## src/rtl/nf10_id_probe_pkg.sv

```systemverilog
// Shared definitions for the identifier probe: AXI read response codes and
// the scan state machine encoding.
package nf10_id_probe_pkg;

  localparam logic [1:0] RESP_OKAY   = 2'b00;
  localparam logic [1:0] RESP_EXOKAY = 2'b01;
  localparam logic [1:0] RESP_SLVERR = 2'b10;
  localparam logic [1:0] RESP_DECERR = 2'b11;

  typedef enum logic [1:0] {
    ST_IDLE = 2'd0,
    ST_ADDR = 2'd1,
    ST_DATA = 2'd2,
    ST_FIN  = 2'd3
  } state_e;

endpackage

```

## src/rtl/nf10_id_probe.sv

```systemverilog
// Identifier probe: a read-only AXI4-Lite master that walks the identifier
// slave once after reset (and again on each rescan pulse), caches the words,
// and checks word 0 against the expected magic. One read in flight at a time.
module nf10_id_probe
  import nf10_id_probe_pkg::*;
#(
  parameter int                            C_M_AXI_ADDR_WIDTH = 32,
  parameter int                            C_M_AXI_DATA_WIDTH = 32,
  parameter logic [C_M_AXI_ADDR_WIDTH-1:0] C_ID_BASEADDR      = '0,
  parameter int                            C_NUM_WORDS        = 16,
  parameter logic [31:0]                   C_EXPECT_WORD0     = 32'h0000DA01,
  parameter int                            C_TIMEOUT_CYCLES   = 1024
) (
  input  logic                          M_AXI_ACLK,
  input  logic                          M_AXI_ARESETN,
  output logic [C_M_AXI_ADDR_WIDTH-1:0] M_AXI_ARADDR,
  output logic                          M_AXI_ARVALID,
  input  logic                          M_AXI_ARREADY,
  input  logic [C_M_AXI_DATA_WIDTH-1:0] M_AXI_RDATA,
  input  logic [1:0]                    M_AXI_RRESP,
  input  logic                          M_AXI_RVALID,
  output logic                          M_AXI_RREADY,
  input  logic                          rescan,
  input  logic [3:0]                    word_sel,
  output logic [31:0]                   word_data,
  output logic                          busy,
  output logic                          done,
  output logic                          id_match,
  output logic                          resp_err,
  output logic                          timeout
);

  localparam int         AW   = C_M_AXI_ADDR_WIDTH;
  localparam int         TW   = (C_TIMEOUT_CYCLES > 1) ? $clog2(C_TIMEOUT_CYCLES) : 1;
  localparam logic [TW-1:0] TLIM = TW'(C_TIMEOUT_CYCLES - 1);
  localparam logic [3:0] LAST = 4'(C_NUM_WORDS - 1);

  state_e        state_q, state_d;
  logic [3:0]    idx_q, idx_d;
  logic [TW-1:0] cnt_q, cnt_d;
  logic          busy_q, busy_d;
  logic          done_q, done_d;
  logic          match_q, match_d;
  logic          rerr_q, rerr_d;
  logic          tout_q, tout_d;
  logic          auto_q;
  logic          cache_we;
  logic [31:0]   cache_wd;
  logic [31:0]   cache_q [C_NUM_WORDS];
  logic [31:0]   rd_d, rd_q;

  // Handshake outputs decode straight from state so reset drops them at once.
  assign M_AXI_ARVALID = (state_q == ST_ADDR);
  assign M_AXI_RREADY  = (state_q == ST_DATA);
  assign M_AXI_ARADDR  = C_ID_BASEADDR + AW'({idx_q, 2'b00});

  assign busy      = busy_q;
  assign done      = done_q;
  assign id_match  = match_q;
  assign resp_err  = rerr_q;
  assign timeout   = tout_q;
  assign word_data = rd_q;

  // Next-state and datapath decisions for the scan sequencer.
  always_comb begin
    state_d  = state_q;
    idx_d    = idx_q;
    cnt_d    = cnt_q;
    busy_d   = busy_q;
    done_d   = done_q;
    match_d  = match_q;
    rerr_d   = rerr_q;
    tout_d   = tout_q;
    cache_we = 1'b0;
    cache_wd = '0;
    case (state_q)
      ST_IDLE: begin
        // The first cycle after reset acts as an implicit rescan.
        if (rescan || auto_q) begin
          state_d = ST_ADDR;
          idx_d   = '0;
          cnt_d   = '0;
          busy_d  = 1'b1;
          done_d  = 1'b0;
          match_d = 1'b0;
          rerr_d  = 1'b0;
          tout_d  = 1'b0;
        end
      end
      ST_ADDR: begin
        if (M_AXI_ARREADY) begin
          state_d = ST_DATA;
          cnt_d   = '0;
        end else if (cnt_q == TLIM) begin
          // Flag only; keep ARVALID up so a slow slave can still answer.
          tout_d = 1'b1;
        end else begin
          cnt_d = cnt_q + TW'(1);
        end
      end
      ST_DATA: begin
        if (M_AXI_RVALID) begin
          cache_we = 1'b1;
          cache_wd = (M_AXI_RRESP == RESP_OKAY) ? M_AXI_RDATA[31:0] : 32'h0;
          if (M_AXI_RRESP != RESP_OKAY) rerr_d = 1'b1;
          cnt_d = '0;
          if (idx_q == LAST) begin
            state_d = ST_FIN;
          end else begin
            idx_d   = idx_q + 4'd1;
            state_d = ST_ADDR;
          end
        end else if (cnt_q == TLIM) begin
          tout_d = 1'b1;
        end else begin
          cnt_d = cnt_q + TW'(1);
        end
      end
      ST_FIN: begin
        // Word 0 is already in the cache here, even for single-word scans.
        busy_d  = 1'b0;
        done_d  = 1'b1;
        match_d = (cache_q[0] == C_EXPECT_WORD0);
        state_d = ST_IDLE;
      end
      default: state_d = ST_IDLE;
    endcase
  end

  // Cached word readout; out-of-range selects read as zero.
  always_comb begin
    rd_d = '0;
    for (int i = 0; i < C_NUM_WORDS; i++)
      if (word_sel == 4'(i)) rd_d = cache_q[i];
  end

  // State and status registers.
  always_ff @(posedge M_AXI_ACLK or negedge M_AXI_ARESETN) begin
    if (!M_AXI_ARESETN) begin
      state_q <= ST_IDLE;
      idx_q   <= '0;
      cnt_q   <= '0;
      busy_q  <= 1'b0;
      done_q  <= 1'b0;
      match_q <= 1'b0;
      rerr_q  <= 1'b0;
      tout_q  <= 1'b0;
      auto_q  <= 1'b1;
      rd_q    <= '0;
    end else begin
      state_q <= state_d;
      idx_q   <= idx_d;
      cnt_q   <= cnt_d;
      busy_q  <= busy_d;
      done_q  <= done_d;
      match_q <= match_d;
      rerr_q  <= rerr_d;
      tout_q  <= tout_d;
      auto_q  <= 1'b0;
      rd_q    <= rd_d;
    end
  end

  // Identifier cache, written once per accepted read beat.
  always_ff @(posedge M_AXI_ACLK or negedge M_AXI_ARESETN) begin
    if (!M_AXI_ARESETN) begin
      for (int i = 0; i < C_NUM_WORDS; i++) cache_q[i] <= '0;
    end else begin
      for (int i = 0; i < C_NUM_WORDS; i++)
        if (cache_we && idx_q == 4'(i)) cache_q[i] <= cache_wd;
    end
  end

endmodule

```

## config.mk

```make
export PLATFORM = sky130hd
export DESIGN_NAME = nf10_id_probe
export DESIGN_NICKNAME = d
export VERILOG_FILES = /design/src/rtl/nf10_id_probe_pkg.sv /design/src/rtl/nf10_id_probe.sv
export SDC_FILE = /design/constraint.sdc
export NUM_CORES = 1
export LEC_CHECK = 0
export ABC_AREA = 0
export CORE_MARGIN = 2
export CORE_UTILIZATION = 65
export DETAILED_ROUTE_END_ITERATION = 10
export PLACE_DENSITY = 0.85
export SYNTH_ARGS = -nofsm -noshare
export SYNTH_HDL_FRONTEND = slang
export SYNTH_SLANG_ARGS = --single-unit
```

## constraint.sdc

```tcl
create_clock -name M_AXI_ACLK -period 3.5 [get_ports M_AXI_ACLK]
set_input_delay 0.525 -clock M_AXI_ACLK [delete_from_list [all_inputs] [get_ports M_AXI_ACLK]]
set_output_delay 0.525 -clock M_AXI_ACLK [all_outputs]
set_load 0.02 [all_outputs]
```

Word level (Yosys, flattened, before mapping)
Cells that the tools add are included.
{"block": "classes", "add_sub_neg": 2, "multipliers": 0, "div": 0, "order_cmp": 0, "eq_ne": 42, "n_shift": 0, "muxes": 47, "bitwise": 0, "n_reduce_logical": 31}
{"operator": "32-bit 2-to-1 mux", "count": 19}
{"operator": "4-bit equality test, second input constant", "count": 16}
{"operator": "10-bit 2-to-1 mux", "count": 4}
{"operator": "32-bit by 16-bit equality test with 1-bit output, second input constant", "count": 1}
{"operator": "4-bit by 3-bit equality test with 1-bit output, second input constant", "count": 8}
{"operator": "10-bit one-hot mux with 3 select lines", "count": 1}
{"operator": "4-bit by 2-bit equality test with 1-bit output, second input constant", "count": 4}
{"operator": "1-bit logical AND", "count": 16}
{"operator": "4-bit 2-to-1 mux", "count": 3}
{"operator": "4-bit AND reduction", "count": 3}
{"operator": "10-bit by 1-bit adder with 10-bit output, second input constant", "count": 1}
{"operator": "10-bit equality test, second input constant", "count": 1}
{"operator": "2-bit != test, second input constant", "count": 5}
{"operator": "1-bit 2-to-1 mux", "count": 9}
{"operator": "4-bit by 1-bit equality test with 1-bit output, second input constant", "count": 2}
{"operator": "4-bit logical NOT", "count": 2}
{"operator": "2-bit 2-to-1 mux", "count": 4}
{"operator": "1-bit one-hot mux with 2 select lines", "count": 4}
{"operator": "2-bit one-hot mux with 4 select lines", "count": 1}
{"operator": "4-bit one-hot mux with 2 select lines", "count": 1}
{"operator": "2-bit nonzero test", "count": 3}
{"operator": "4-bit by 1-bit adder with 4-bit output, second input constant", "count": 1}
{"operator": "2-bit equality test, second input constant", "count": 2}
{"operator": "2-bit logical NOT", "count": 2}
{"operator": "7 further kinds", "count": 9}
{"block": "totals", "ff_bits": 566, "latchBits": 0, "ramBits": 0, "rom_bits": 0, "input_bits": 43, "output_inout_bits": 71, "elab_cells": 148, "n_memories": 0}

Depth between registers and ports, before layout
Gate-level depths: netlist of the first run.
{"block": "depth", "word_depth": 17, "mapped_depth": 10, "mapped_depth_nobuf": 7}

Worst setup path before layout of the first run
Ideal clock, no wire load.
{"block": "synth_path", "path_kind": "reg2reg", "from": "register state_q[0]", "to": "register cache_q[274] (netlist bit)", "t_arrival_ns": 1.999, "setup_slack_ns": 1.368, "stages_incl_launch_ff": 10, "path_cell_list": "dfrtp_1 -> inv_1 -> ha_1 -> buf_2 -> nand2_1 -> nor3b_2 -> nand2_2 -> clkbuf_1 -> nand2_1 -> o21ai_0"}
{"block": "synth_between", "elab_chain_len": 3, "elab_cells_between_ends": 4, "classes_between": "eq/ne: 1; mux: 2; reduce/logical: 1"}
{"item": "start, declared", "line_no": "nf10_id_probe.sv:38", "source": "state_e state_q, state_d;"}
{"item": "start signal, assigned", "line_no": "nf10_id_probe.sv:151", "source": "state_q <= state_d;"}
{"item": "2-bit equality test *"}
{"item": "named net M_AXI_RREADY", "line_no": "nf10_id_probe.sv:22", "source": "output logic M_AXI_RREADY,"}
{"item": "1-bit 2-to-1 mux", "line_no": "nf10_id_probe.sv:76", "source": "case (state_q)"}
{"item": "1-bit logical AND", "line_no": "nf10_id_probe.sv:170", "source": "if (cache_we && idx_q == 4'(i)) cache_q[i] <= cache_wd;"}
{"item": "end signal, assigned by index", "line_no": "nf10_id_probe.sv:170"}
{"item": "end, declared", "line_no": "nf10_id_probe.sv:49", "source": "logic [31:0] cache_q [C_NUM_WORDS];"}
Mark *: on every way through the listed nets, which the timed path passes. The rest lies on a longest branch.
A chain may end at the register's enable or synchronous reset.

Final worst setup path of the first run
{"block": "layout_path", "from": "register state_q[0]", "to": "register cache_q[83] (netlist bit)"}
{"block": "layout_between", "elab_chain_len": 3, "elab_cells_between_ends": 4, "classes_between": "eq/ne: 1; mux: 2; reduce/logical: 1"}
{"item": "2-bit equality test *", "line_no": "nf10_id_probe.sv:76"}
{"item": "1-bit 2-to-1 mux", "line_no": "nf10_id_probe.sv:76"}
{"item": "1-bit logical AND", "line_no": "nf10_id_probe.sv:170"}
Mark *: on every way between the ends. The rest lies on a longest branch, timed or not.

==> summary.md, run 1 <==
| Metric | Value |
|---|---|
| Layer with the highest usage | met2 |
| Switching Share | between 20 and 30% |
| FMAX | 334 MHz |
| Clock Pin Slew Worst Setup and Hold Paths | around 0.060 ns |
| Clock Latency Late Sink | ~0.62 ns |
| Horiz. Die Dim | just over 200 µm |
| Overall Power | about 16 mW |
| Number of global-route vias before repair | ~22k |
| Worst Setup End Kind | register |
| Number of hold-slack violations in the final timing report | 3 |
| Number of setup buffers added after CTS | 0 |
| Max incr delay on CP | 0.55 ns |
| Worst clock skew on the final layout | around 0.024 ns |
| Number of synthesized flops with an enable pin | 0 |
| Yosys warning total | 0 |
| First-pass iteration count of the detailed router | 6 |
| Slew at the pin with the worst max-slew slack | 1.02 ns |
| WL/cell | approximately 24 µm |
| NumNets Final | 2764 |
| Setup repair after global routing missed its margin | false |
| H-Tree Depth | 2 |
| Post-synthesis instance area | ~26000 µm² |
| Met3 Track Usage GR | between 10% and 20% |
| Unique cell type count in the Yosys netlist | 80 |
| DRT iter0 DRCs | around 2.4k |
| Area of all placed cells without fillers | approximately 29000 µm² |
| Total routed wirelength | between 80 and 90 mm |
| Number of hold buffers added after cts | 0 |
| Sequential area share after synthesis | a little under three fifths |
| Post-synthesis cell count | 2717 |
| Worst hold slack across all endpoints | -0.0208 ns |
| DRT antenna net count | 0 |
| First-pass GRT wire length | around 120 mm |
| Total clock buffers created by CTS | between 50 and 60 |
| Number of register bits inferred by synthesis | roughly 570 |
| Max Buffers Root-to-Sink | 3 |
| # DRC | 0 |
| Instance area after placement | between 20000 and 30000 µm² |
| Number of top-level pins | around 110 |
| Number of max-capacitance violations reported | 0 |
| Number of standard cells in the final layout excluding fillers | about 3.3k |
| Setup TNS | 0 ns |
| Reg power frac | 47.1% |
| Root buffer cell | sky130_fd_sc_hd__clkbuf_16 |
| Overall global routing resource usage | between 30% and 40% |
| Gpl congestion | 0.953 |
| Startpoint type of the worst setup path | register |
| Arrival time of data at the critical path endpoint | 3.44 ns |
| Syn Area/Cell | between 9 and 10 µm² |
| Pin count of the biggest net entering global routing | between 100 and 150 |
| Worst setup path category | register to register |
| Final count of negative-setup-slack endpoints | 0 |
| Vertical extent of the die | 203 µm |
| Critical-path cell list | inv_1, ha_1, and2_1, and3_1, nand2_2, buf_4, nand2_1, o21ai_0 |
| Net switching power | around 4.7 mW |
| Half-perimeter wire length of the detailed placement result | 49.0 mm |
| CTS tree | done |
| Max Fanout on Critical Path | 38 |
| Total congestion overflow after global routing | 0 |
| Total via count after detailed routing | around 22k |
| Clk pwr share | between 30 and 40% |
| Flip-flop cell with the highest count after synthesis | sky130_fd_sc_hd__dfrtp_1 |
| Max_slew headroom | between 30% and 40% |
| Fraction of the cycle the final worst path needs | a little under nine tenths |
| Number of buffers added on ports | 85 |
| Status | finished, violations left |
| Leak | around 13 nW |
| Data required time of the worst path | roughly 4.0 ns |
| Met1 global-route usage | between 50 and 60% |
| Share of post-route cells with drive strength above 1 | a little under a tenth |
| Global routing met2 resource utilization | between 50% and 60% |
| Starting density of the core | 66.2% |
| Type of the tightest min-delay check | input port to asynchronous set/reset pin |
| Cell total after placement | around 3.2k |
| Pre-CTS WS | roughly 0.57 ns |
| Worst-path cell with the longest stage delay | sky130_fd_sc_hd__nand2_2 |
| P per Cell Area | between 500 and 600 nW/µm² |
| # clock sinks | 566 |
| Failing checks | hold timing |
| Internal Power | ~12 mW |
| Post-layout min period | 2.99 ns |
| Maximum vdd ir drop | a little under 0.5 mV |
| Share of flip-flops with an asynchronous set or reset | 100% |
| Number of max-slew violations in the final report | 0 |
| Area growth from synthesis to layout | 11.8% |
| Vias per cell | 6.72 |
| Area of the placeable core | between 30000 and 40000 µm² |
| Die footprint | a little over 40000 µm² |
| Worst setup margin | between 0.5 and 0.6 ns |
| Utilization of the core after routing | 74.0% |
| Number of standard-cell rows in the floorplan | 72 |
| Number of antenna violations at the first check in global routing | 2 |
| Combinational share of power | 15.5% |
| Quantity of gates resized following cts | 0 |
==> synth_stat cells, drive strengths merged (9+ instances only) <==
library cell | instances | share of area [%]
a211oi | 22 | 0.64
a21oi | 88 | 1.7
a221o | 12 | 0.47
a221oi | 23 | 0.83
a22oi | 29 | 0.85
a31oi | 26 | 0.63
buf | 124 | 3.1
clkbuf | 139 | 2.0
dfrtp | 565 | 55
ha | 10 | 0.49
inv | 10 | 0.15
mux2 | 32 | 1.4
mux2i | 56 | 2.2
nand2 | 631 | 9.3
nand2b | 9 | 0.22
nand3 | 24 | 0.47
nand3b | 9 | 0.26
nor2 | 60 | 0.89
nor2b | 33 | 0.81
nor3 | 16 | 0.35
o21a | 12 | 0.35
o21ai | 590 | 11
o221ai | 31 | 1.1
o22ai | 41 | 1.0
==> worst max-delay path, delay by kind of cell (launching register included) <==
kind / cells / cell delay [ns]
compound gates: 1 / 0.08
fa+ha+maj: 1 / 0.41
buf+inv: 2 / 0.56
flops: 1 / 0.43
simple gates: 4 / 1.32
==> layer usage <==
metal | part of all wire (%) | vias to the layer above | routed length [µm]
met5 | 0.014 | - | 11
met4 | 5.9 | 2 | 4740
met3 | 13 | 354 | 10300
met2 | 44 | 1516 | 35500
met1 | 37 | 10700 | 29500
li1 | - | 9462 | -
==> layout make-up <==
cell class | count | area [µm²]
Sequential cell | 566 | 14200
Multi-Input combinational cell | 1906 | 10300
Timing Repair Buffer | 171 | 1670
Antenna cell | 1 | 2.50
Clock buffer | 84 | 1700
Tap cell | 518 | 648
Inverter | 10 | 37.5
Fill cell | 2621 | 10100
Clock inverter | 21 | 174
==> state kept, by name, summed over array words and instances (netlist names), 2 cells and up <==
signal	flops
cache_q	512
cnt_q	10
idx_q	4
state_q	2
word_data	32
==> placed cells by master (no fill, tap or decap), types with 6 or more instances in the layout <==
master,count
sky130_fd_sc_hd__a211oi_1,22
sky130_fd_sc_hd__a21oi_1,88
sky130_fd_sc_hd__a221o_1,12
sky130_fd_sc_hd__a221oi_1,21
sky130_fd_sc_hd__a22oi_1,29
sky130_fd_sc_hd__a31oi_1,26
sky130_fd_sc_hd__buf_12,14
sky130_fd_sc_hd__buf_4,73
sky130_fd_sc_hd__clkbuf_1,10
sky130_fd_sc_hd__clkbuf_16,57
sky130_fd_sc_hd__clkbuf_8,17
sky130_fd_sc_hd__clkdlybuf4s50_1,80
sky130_fd_sc_hd__clkinv_2,13
sky130_fd_sc_hd__conb_1,29
sky130_fd_sc_hd__dfrtp_1,565
sky130_fd_sc_hd__ha_1,10
sky130_fd_sc_hd__inv_1,8
sky130_fd_sc_hd__mux2_2,32
sky130_fd_sc_hd__mux2i_1,56
sky130_fd_sc_hd__mux4_2,6
sky130_fd_sc_hd__nand2_1,614
sky130_fd_sc_hd__nand2_2,17
sky130_fd_sc_hd__nand2b_1,9
sky130_fd_sc_hd__nand3_1,24
sky130_fd_sc_hd__nand3b_1,9
sky130_fd_sc_hd__nor2_1,58
sky130_fd_sc_hd__nor2b_1,30
sky130_fd_sc_hd__nor3_1,14
sky130_fd_sc_hd__o2111ai_1,7
sky130_fd_sc_hd__o211ai_1,8
sky130_fd_sc_hd__o21a_1,12
sky130_fd_sc_hd__o21ai_0,582
sky130_fd_sc_hd__o21ai_1,8
sky130_fd_sc_hd__o221ai_1,31
sky130_fd_sc_hd__o22ai_1,41
sky130_fd_sc_hd__o31ai_1,8
sky130_fd_sc_hd__o32ai_1,6
==> power groups by stage <==
stage | Combinational [mW] | Clock (mW) | Sequential [mW]
floorplan | 1.50 | 0 | 7.70
global placement | 2.35 | 0 | 7.72
detailed placement | 2.45 | 0 | 7.76
CTS | 2.48 | 6.09 | 7.65
global route | 2.77 | 6.38 | 7.74
finish | 2.53 | 6.09 | 7.67
==> path summary, 6_finish.rpt <==
path	startpoint	to	slack [ns]	depth (start not counted)
max in group asynchronous	M_AXI_ARESETN	cache_q[336]	2.45	2
max reg2reg	state_q[0]	cache_q[83]	0.51	8
min	M_AXI_ARESETN	word_data[30]	-0.02	1
max	state_q[0]	cache_q[83]	0.51	8
min in group M_AXI_ACLK	cache_q[112]	cache_q[112]	0.47	2
min reg2reg	cache_q[112]	cache_q[112]	0.47	2
==> cells by family after synthesis <==
kind of cell	after synthesis	synth area share, %
other	1	0.0146
XOR/XNOR	2	0.0681
adder cells (fa/ha/maj)	10	0.487
AO/OA/AOI/OAI	939	21.2
multiplexers	94	4.11
flip-flops	566	55.1
buffers and inverters	273	5.24
AND/OR/NAND/NOR	832	13.8
Note: power is estimated with default switching activity, not from simulation.
==> run 2: changes to the inputs <==
TNS_END_PERCENT = 100   (was unset)
==> results of run 2 <==
The final DEF is identical to that of run 1; final timing and power are the same.
